==> src/rtl/ram_bus_responder.sv <==
// Load/store responder between the MEM pipeline stage and a simple request/ack bus.
// Handles lane steering, load extension, misalignment/conflict errors and bus timeouts.
module ram_bus_responder #(
   parameter int BUS_TIMEOUT = 255
) (
   input  logic        clk,
   input  logic        rst_n,
   input  logic        r_mem_enable_i,
   input  logic [31:0] r_mem_addr_i,
   input  logic        w_mem_enable_i,
   input  logic [31:0] w_mem_addr_i,
   input  logic [31:0] w_mem_data_i,
   input  logic [2:0]  data_type_i,
   output logic [31:0] r_mem_data_o,
   output logic        r_data_valid_o,
   output logic        hold_req_o,
   output logic        mem_err_o,
   output logic        bus_req_o,
   output logic        bus_we_o,
   output logic [31:0] bus_addr_o,
   output logic [31:0] bus_wdata_o,
   output logic [3:0]  bus_be_o,
   input  logic        bus_ack_i,
   input  logic [31:0] bus_rdata_i
);

   typedef enum logic [2:0] {
      IDLE = 3'b001,
      BUSY = 3'b010,
      RESP = 3'b100
   } state_t;

   localparam logic [7:0] TMO_LAST = 8'(BUS_TIMEOUT - 1);

   state_t      state;
   state_t      state_nxt;
   logic [31:0] addr_q;
   logic [31:0] wdata_q;
   logic [3:0]  be_q;
   logic [2:0]  type_q;
   logic        we_q;
   logic        err_q;
   logic [7:0]  tmo_cnt;

   logic        start;
   logic        ack_hit;
   logic        tmo_hit;
   logic        req_any;
   logic        req_we;
   logic        conflict;
   logic        misaligned;
   logic        is_byte;
   logic        is_half;
   logic        is_word;
   logic [31:0] req_addr;
   logic [31:0] req_wdata;
   logic [3:0]  req_be;

   function automatic logic [31:0] extract(input logic [31:0] data,
                                           input logic [1:0]  off,
                                           input logic [2:0]  dtype);
      logic [7:0]  byte_sel;
      logic [15:0] half_sel;
      byte_sel = data[{off, 3'b000} +: 8];
      half_sel = off[1] ? data[31:16] : data[15:0];
      case (dtype)
         3'd1:    extract = {{24{byte_sel[7]}}, byte_sel};
         3'd2:    extract = {{16{half_sel[15]}}, half_sel};
         3'd4:    extract = {24'b0, byte_sel};
         3'd5:    extract = {16'b0, half_sel};
         default: extract = data;
      endcase
   endfunction

   // When both enables are up the store wins; the conflict only raises the error flag.
   always_comb begin
      req_any    = r_mem_enable_i | w_mem_enable_i;
      req_we     = w_mem_enable_i;
      req_addr   = w_mem_enable_i ? w_mem_addr_i : r_mem_addr_i;
      conflict   = r_mem_enable_i & w_mem_enable_i;
      is_byte    = (data_type_i == 3'd1) || (data_type_i == 3'd4);
      is_half    = (data_type_i == 3'd2) || (data_type_i == 3'd5);
      is_word    = (data_type_i == 3'd3) || (data_type_i == 3'd6) || (data_type_i == 3'd7);
      misaligned = (is_half && req_addr[0]) || (is_word && (req_addr[1:0] != 2'b00));
      req_be     = 4'b1111;
      req_wdata  = '0;
      if (req_we) begin
         req_wdata = w_mem_data_i;
         if (is_byte) begin
            req_be    = 4'b0001 << req_addr[1:0];
            req_wdata = {4{w_mem_data_i[7:0]}};
         end else if (is_half) begin
            req_be    = req_addr[1] ? 4'b1100 : 4'b0011;
            req_wdata = {2{w_mem_data_i[15:0]}};
         end
      end
   end

   always_ff @(posedge clk or negedge rst_n) begin
      if (!rst_n) begin
         state <= IDLE;
      end else begin
         state <= state_nxt;
      end
   end

   always_comb begin
      state_nxt = state;
      start     = 1'b0;
      ack_hit   = 1'b0;
      tmo_hit   = 1'b0;
      case (state)
         IDLE: begin
            if (req_any) begin
               start     = 1'b1;
               state_nxt = misaligned ? RESP : BUSY;
            end
         end
         BUSY: begin
            if (bus_ack_i) begin
               ack_hit   = 1'b1;
               state_nxt = RESP;
            end else if (tmo_cnt == TMO_LAST) begin
               tmo_hit   = 1'b1;
               state_nxt = RESP;
            end
         end
         RESP:    state_nxt = IDLE;
         default: state_nxt = IDLE;
      endcase
   end

   // Load results are extended as they are captured, so r_mem_data_o is stable through RESP and after.
   always_ff @(posedge clk or negedge rst_n) begin
      if (!rst_n) begin
         addr_q       <= '0;
         wdata_q      <= '0;
         be_q         <= '0;
         type_q       <= '0;
         we_q         <= 1'b0;
         err_q        <= 1'b0;
         tmo_cnt      <= '0;
         r_mem_data_o <= '0;
      end else begin
         if (start) begin
            addr_q  <= req_addr;
            wdata_q <= req_wdata;
            be_q    <= req_be;
            type_q  <= data_type_i;
            we_q    <= req_we;
            err_q   <= misaligned | conflict;
            tmo_cnt <= '0;
            if (misaligned && !req_we) begin
               r_mem_data_o <= '0;
            end
         end else if (ack_hit) begin
            if (!we_q) begin
               r_mem_data_o <= extract(bus_rdata_i, addr_q[1:0], type_q);
            end
         end else if (tmo_hit) begin
            err_q <= 1'b1;
            if (!we_q) begin
               r_mem_data_o <= '0;
            end
         end else if (state == BUSY) begin
            tmo_cnt <= tmo_cnt + 8'd1;
         end
      end
   end

   // hold_req_o is gated by rst_n so that reset forces it low even while enables are still asserted.
   always_comb begin
      bus_req_o      = (state == BUSY);
      bus_we_o       = we_q;
      bus_addr_o     = {addr_q[31:2], 2'b00};
      bus_wdata_o    = wdata_q;
      bus_be_o       = be_q;
      r_data_valid_o = (state == RESP) && !we_q;
      mem_err_o      = (state == RESP) && err_q;
      hold_req_o     = rst_n && (((state == IDLE) && req_any) || (state == BUSY));
   end

endmodule

==> config.mk <==
export PLATFORM = sky130hd
export DESIGN_NAME = ram_bus_responder
export DESIGN_NICKNAME = d
export VERILOG_FILES = /design/src/rtl/ram_bus_responder.sv
export SDC_FILE = /design/constraint.sdc
export NUM_CORES = 1
export LEC_CHECK = 0
export ABC_AREA = 0
export BUFFER_PORTS_ARGS = -buffer_cell sky130_fd_sc_hd__clkbuf_2
export CORE_MARGIN = 4
export CORE_UTILIZATION = 51
export CTS_CLUSTER_DIAMETER = 50
export DETAILED_ROUTE_END_ITERATION = 12
export PLACE_DENSITY = 0.91
export SETUP_SLACK_MARGIN = 0.1
export SLEW_MARGIN = 10
export SYNTH_ARGS = -nofsm -noshare
export SYNTH_HDL_FRONTEND = slang
export SYNTH_SLANG_ARGS = --single-unit
==> constraint.sdc <==
create_clock -name clk -period 2.7 [get_ports clk]
set_input_delay 0.27 -clock clk [delete_from_list [all_inputs] [get_ports clk]]
set_output_delay 0.27 -clock clk [all_outputs]
set_load 0.02 [all_outputs]
==> results.md, run 1 <==
- Simple-gate share of the synthesized area: 10.9%
- Worst Hold Class: in2reg
- Synth Area per Inst: 9.80 um2
- # setup viols final: 0
- CP arrival: 2.63 ns
- Cts bufs inserted: 17
- Area contributors post-synth: dfrtp_1 43%, mux2i_1 7.4%, mux2_1 5.4%, nand2_1 5.0%, o21ai_0 4.1%
- RSZ-0062 raised after global routing: false
- Num Clock Sinks: 116
- Worst r2r dst: r_mem_data_o[26]
- Buf/Inv on CP: 0
- Max stage delay on crit path: 0.57 ns
- Post-DP HPWL: 14000 um
- Crit-path cells: and3b_1 -> a221oi_4 -> o221a_2 -> o21a_1 -> mux2_1
- Syn Inst Count: 686
- First-pass GRT wire length: 30500 um
- CTS tree: done
- Max-cap violations: 0
- Run status: completed
- Initial Util: 52.6%
- Share of cells above drive strength 1: 34.3%
- Via density: 5.75
- Largest net degree at the start of global routing: 117
- Adder-cell share of the synthesized area: 0.372%
- Clock Tree Buf Depth: 2
- Slew headroom: 40.3%
- Drt initial violations: 610
- Post-route cell area: 8430 um2
- DIE HEIGHT: 123 um
- Clock root cell: clkbuf_16
- Vias: 6114
- Drt pass-1 iters: 6
- Slew at the pin closest to its max-slew limit: 0.889 ns
- Dpl cell area: 7840 um2
- Die width: 123 um
- WL/cell: 18.2 um
- PwrDens: 1060 nW/um2
- Total congestion overflow: 0
- Hold path endpoint: addr_q[23]
- Clock slew at reported path FFs: 0.06 ns
- Global Route Usage Sum: 26.1%
- Post-synthesis sequential area ratio: 43.2%
- Nets@finish: 1018
- Number of global-route vias before repair: 6173
- Final period util: 84.2%
- Post-synthesis mux area share: 15.1%
- Skew final: 0.00760 ns
- Yosys top cell area share: 42.8%
- Post-cts repair resize count: 0
- Level count of the clock H-tree: 4
- Wirelength, routed: 19400 um
- Die ar.: 15100 um2
- Non-filler cells, final: 1064
- Crit path kind: reg2reg
- Top cells by count, synth: 115 x dfrtp_1, 89 x nand2_1, 55 x o21ai_0
- Peak VDD IR: 0.620 mV
- # DRC: 0
- GP Congestion: 0.936
- Clk_lat worst skew: 0.42 ns
- Final Util: 66.0%
- Layout area overhead: 25.4%
- R2R depth: 5
- Post-Synth XOR/XNOR Area: 1.54%
- Req. time, crit path: 3.06 ns
- Dominant synthesized flop cell: dfrtp_1
- Rows: 41
- Post-CTS Setup Bufs: 0
- Min Tclk post-route: 2.27 ns
- Dpl cells: 1032
- Slowest cell on crit path: dfrtp_1
- I/O pin total: 241
- Setup_tns: 0 ns
- Max Freq: 440 MHz
- Startpoint Class: flip-flop
- Yosys warning count: 0
- Worst r2r src: addr_q[1]
- Core region area: 12800 um2
- Critical path's top delay family: compound AO/OA/AOI/OAI gates
- Min-Delay Startpoint: r_mem_addr_i[23]
- Worst Setup End Kind: flip-flop
- Largest family of logic cells by synthesized area: compound AO/OA/AOI/OAI gates
- Area leader, netlist: dfrtp_1
- Post-DRT Antenna Nets: 0
- Pins Over Slew Limit: 0
- Count leader, synth: dfrtp_1
- Synth Register Bits: 116
- Antenna violations before repair: 1
- Port bufs: 238
- Final hold violation count: 0
- Hold-critical path depth: 3
- Worst-path fanout max: 16
- Asr flop ratio synth: 100%
- Count of cell types in the netlist: 65
- Compound-Gate Fraction of Synth Area: 21.7%
- Internal reg-to-reg setup slack: 0.43 ns
- Post-synth EDFFs: 0
- Lkg Pwr: 4.27 nW
- Netlist Area Pre-Place: 6720 um2
==> layer usage <==
layer / global-route usage [%] / vias up / wire length (um)
met5: 0 / - / 0
met4: 11.6 / 0 / 536
met3: 7.56 / 41 / 1710
met2: 43.7 / 323 / 9700
met1: 31.1 / 2887 / 7450
li1: - / 2863 / -
==> layout make-up <==
type                       count  area (um2)
clock buffer                  21         480
tap                          172         215
fill                         953        4340
sequential                   116        2900
clock inverter                 9         104
inverter                       7        26.3
timing repair buffer         253        1350
antenna                        1        2.50
multi-input combinational    485        3350
==> per-stage QoR <==
step	worst slack, ns	hold slack (ns)	total power, mW
after floorplan	0.760	-0.0256	5.70
after global placement	0.535	0.407	6.60
after detailed placement	0.443	0.420	6.72
after CTS	0.462	0.135	8.99
after global routing	0.200	0.154	9.51
final	0.426	0.146	8.97
==> sequential cells by signal (all words and copies together), names as in the netlist <==
signal / flops
addr_q: 32
bus_be_o: 4
bus_wdata_o: 32
bus_we_o: 1
err_q: 1
r_mem_data_o: 32
state: 3
tmo_cnt: 8
type_q: 3
==> cells by family after synthesis <==
kind of cell	after synthesis
buf+inv	86
compound gates	213
simple gates	162
xor+xnor	11
mux	95
other cells	1
fa+ha+maj	2
flops	116
==> worst max path at each step <==
stage                         startpoint          endpoint  cells after the start
after global routing            state[0]   bus_wdata_o[28]                      4
after CTS                       state[0]   bus_wdata_o[26]                      4
after floorplan           w_mem_enable_i   r_mem_data_o[0]                      7
after detailed placement        state[0]   bus_wdata_o[26]                      4
after global placement         addr_q[1]  r_mem_data_o[26]                      5
final                          addr_q[1]  r_mem_data_o[26]                      5
==> worst reg2reg max path, delay by kind of cell (launching register included) <==
kind            cells  cell delay [ns]
compound gates      3             1.21
flops               1             0.57
mux                 1             0.13
simple gates        1             0.32
==> power by group <==
| part | internal (mW) | switching (mW) | leakage [nW] |
|---|---|---|---|
| Combinational | 1.36 | 2.52 | 2.49 |
| Clock | 1.44 | 0.783 | 0.287 |
| Sequential | 2.37 | 0.502 | 1.49 |
| Total | 5.17 | 3.80 | 4.27 |
==> placed cells by master (no fill, tap or decap), types with 8 or more instances in the layout <==
cell type / count
mux2i_1: 50
o22ai_1: 22
clkbuf_16: 17
o21ai_0: 55
o21a_1: 17
nor2b_1: 10
o32a_1: 9
o21ai_1: 12
a22o_1: 16
mux2_2: 11
nor2_1: 29
nand3_1: 9
mux2_1: 32
a21oi_1: 23
buf_4: 12
clkbuf_2: 237
dfrtp_1: 115
a21o_1: 8
nand2_1: 89
==> timing repair <==
item / CTS / global route
endpoints found under the setup margin: 0 / 0
hold endpoints to repair: 109 / 0
hold buffers: 1 / 0
No activity file was read; power rests on OpenSTA's default activity.
==> run 2, diff against run 1 <==
clock period = 2.3 ns   (was 2.7 ns; I/O delays follow)
==> run 2 against run 1 <==
  * First-iteration DRC count decreased by 5.7%
  * Clock power increased by 24%
  * Die area unchanged
  * Hold slack got worse by 0.042 ns
  * Via count is 3.7% higher
  * Non-clock buffer count grew 10
  * Core utilization is 0.80 points higher
  * Wire length is 5.3% higher
  * Critical endpoint is now r_mem_data_o[3]
  * Largest cell class unchanged
  * Largest power group unchanged
  * Highest routed layer unchanged
==> results.md, run 2 (synthesized netlist as in run 1, its figures left out) <==
- Run status: completed
- Global Route Usage Sum: 27.3% (+1.2 points)
- Peak VDD IR: 0.809 mV (+30%)
- First-pass GRT wire length: 31900 um (+4.6%)
- GP Congestion: 0.951 (+1.7%)
- Worst r2r dst: r_mem_data_o[3]
- Max-cap violations: 0 (unchanged)
- Clk_lat worst skew: 0.42 ns (about the same)
- Switch share: 42.8% (+0.36 points)
- Crit path from: type_q[0]
- Worst Hold Class: in2reg
- Nets@finish: 1028 (+0.98%)
- Wirelength, routed: 20400 um (+5.3%)
- Post-DRT Antenna Nets: 0 (unchanged)
- Most common cell after layout, fill and taps aside: clkbuf_2
- Clock Tree Buf Depth: 2 (unchanged)
- Port bufs: 238 (unchanged)
- Die ar.: 15100 um2 (unchanged)
- # setup viols final: 0 (unchanged)
- Via density: 5.90 (+2.6%)
- DIE HEIGHT: 123 um (unchanged)
- P_int: 6.22 mW (+20%)
- Slew at the pin closest to its max-slew limit: 1.20 ns (+0.314 ns)
- Num Clock Sinks: 116 (unchanged)
- CTS tree: done
- Drt initial violations: 575 (-5.7%)
- Clock root cell: clkbuf_16
- Req. time, crit path: 2.65 ns (-0.41 ns)
- Setup_tns: 0 ns (unchanged)
- Crit path kind: reg2reg
- Number of global-route vias before repair: 6310 (+2.2%)
- Rows: 41 (unchanged)
- Max Freq: 473 MHz (+7.6%)
- Final Util: 66.8% (+0.80 points)
- Worst-path fanout max: 16 (unchanged)
- Core region area: 12800 um2 (unchanged)
- Comb pwr share: 44.1% (+0.9 points)
- Share of cells above drive strength 1: 35.3% (+0.98 points)
- Clk pwr share: 25.3% (+0.5 points)
- Critical Path End: r_mem_data_o[3]
- Clock slew at reported path FFs: 0.06 ns (about the same)
- WL/cell: 19.0 um (+4.2%)
- N_diodes: 0 (-1)
- I/O pin total: 241 (unchanged)
- Cts bufs inserted: 17 (unchanged)
- Seq pwr share: 30.6% (-1.4 points)
- Initial Util: 52.6% (unchanged)
- Final hold violation count: 0 (unchanged)
- Post-CTS Setup Bufs: 0 (unchanged)
- Layout area overhead: 26.9%
- Fillers: 945 (-0.84%)
- Skew final: 0.00643 ns (-0.00117 ns)
- Internal reg-to-reg setup slack: 0.19 ns (-0.24 ns)
- Level count of the clock H-tree: 4 (unchanged)
- Final period util: 91.9% (+7.7 points)
- Vias: 6339 (+3.7%)
- Slew headroom: 19.5% (-21 points)
- Largest net degree at the start of global routing: 117 (unchanged)
- # DRC: 0 (unchanged)
- Drt pass-1 iters: 5 (-1)
- Switching pwr: 4.65 mW (+22%)
- Post-DP HPWL: 14500 um (+2.9%)
- Antenna violations before repair: 0 (-1)
- Worst Setup End Kind: flip-flop
- Pins Over Slew Limit: 0 (unchanged)
- Startpoint Class: flip-flop
- Min Tclk post-route: 2.11 ns (-0.160 ns)
- RSZ-0062 raised after global routing: false
- Worst r2r src: type_q[0]
- Most frequent cells in the layout: 237 x clkbuf_2, 115 x dfrtp_1, 89 x nand2_1
- Die width: 123 um (unchanged)
- R2R depth: 5 (unchanged)
- Lkg Pwr: 4.31 nW (+1.0%)
- Total congestion overflow: 0 (unchanged)
- PwrDens: 1270 nW/um2 (+20%)
- CP arrival: 2.47 ns (-0.16 ns)
-- run 2: through the flow --
step | std cells | hold WS (ns) | setup WS [ns] | total power [mW] | area [um2]
final | 1075 | 0.104 | 0.186 | 10.9 | 8540
after global routing | 1075 | 0.105 | 0.133 | 11.5 | 8540
after CTS | 1075 | 0.0772 | 0.196 | 10.9 | 8540
after detailed placement | 1042 | 0.375 | 0.111 | 8.02 | 7910
after global placement | 1042 | 0.368 | 0.195 | 7.86 | 7910
after floorplan | 687 | -0.0656 | 0.400 | 6.70 | 6730
-- run 2: worst min path at each step --
stage / start / end / slack, ns / cells after the start
after floorplan: rst_n / addr_q[0] / -0.07 / 0
after detailed placement: rst_n / bus_wdata_o[8] / 0.38 / 2
final: r_mem_addr_i[27] / addr_q[27] / 0.10 / 3
after global placement: rst_n / bus_wdata_o[8] / 0.37 / 2
after global routing: w_mem_addr_i[17] / addr_q[17] / 0.10 / 3
after CTS: w_mem_data_i[19] / bus_wdata_o[19] / 0.08 / 3
-- run 2: critical path, stage by stage, from the launching register on --
cell	delay, ns
dfrtp_1	0.52
or2_2	0.49
xnor2_1	0.50
o22ai_1	0.18
a21oi_1	0.21
mux2_1	0.15
-- run 2: final cells by class --
type,count,area (um2),share of cell area [%]
inverter,7,26.3,0.308
multi-input combinational,485,3350,39.3
clock inverter,14,175,2.05
tap,172,215,2.52
clock buffer,18,439,5.15
timing repair buffer,263,1420,16.7
sequential,116,2900,34.0
-- run 2: power by group through the flow --
stage          clock, mW  sequential, mW  combinational (mW)
4_1_cts             2.78            3.31                4.77
6_report            2.75            3.33                4.79
5_1_grt             2.88            3.41                5.19
2_1_floorplan          0            3.61                3.08
3_5_place_dp           0            3.31                4.71
3_3_place_gp           0            3.30                4.56
-- run 2: timing repair --
action                                  4_1_cts  5_1_grt
gates resized for setup                       0        1
hold endpoints to repair                    115        0
hold buffers                                  1        0
endpoints found under the setup margin        0        4
-- run 2: layer usage --
layer | wire length, um | up-vias | track usage, %
li1 | - | 2882 | -
met1 | 7800 | 3027 | 32.6
met2 | 9870 | 355 | 44.4
met3 | 1880 | 75 | 8.34
met4 | 887 | 0 | 14.1
met5 | 0 | - | 0
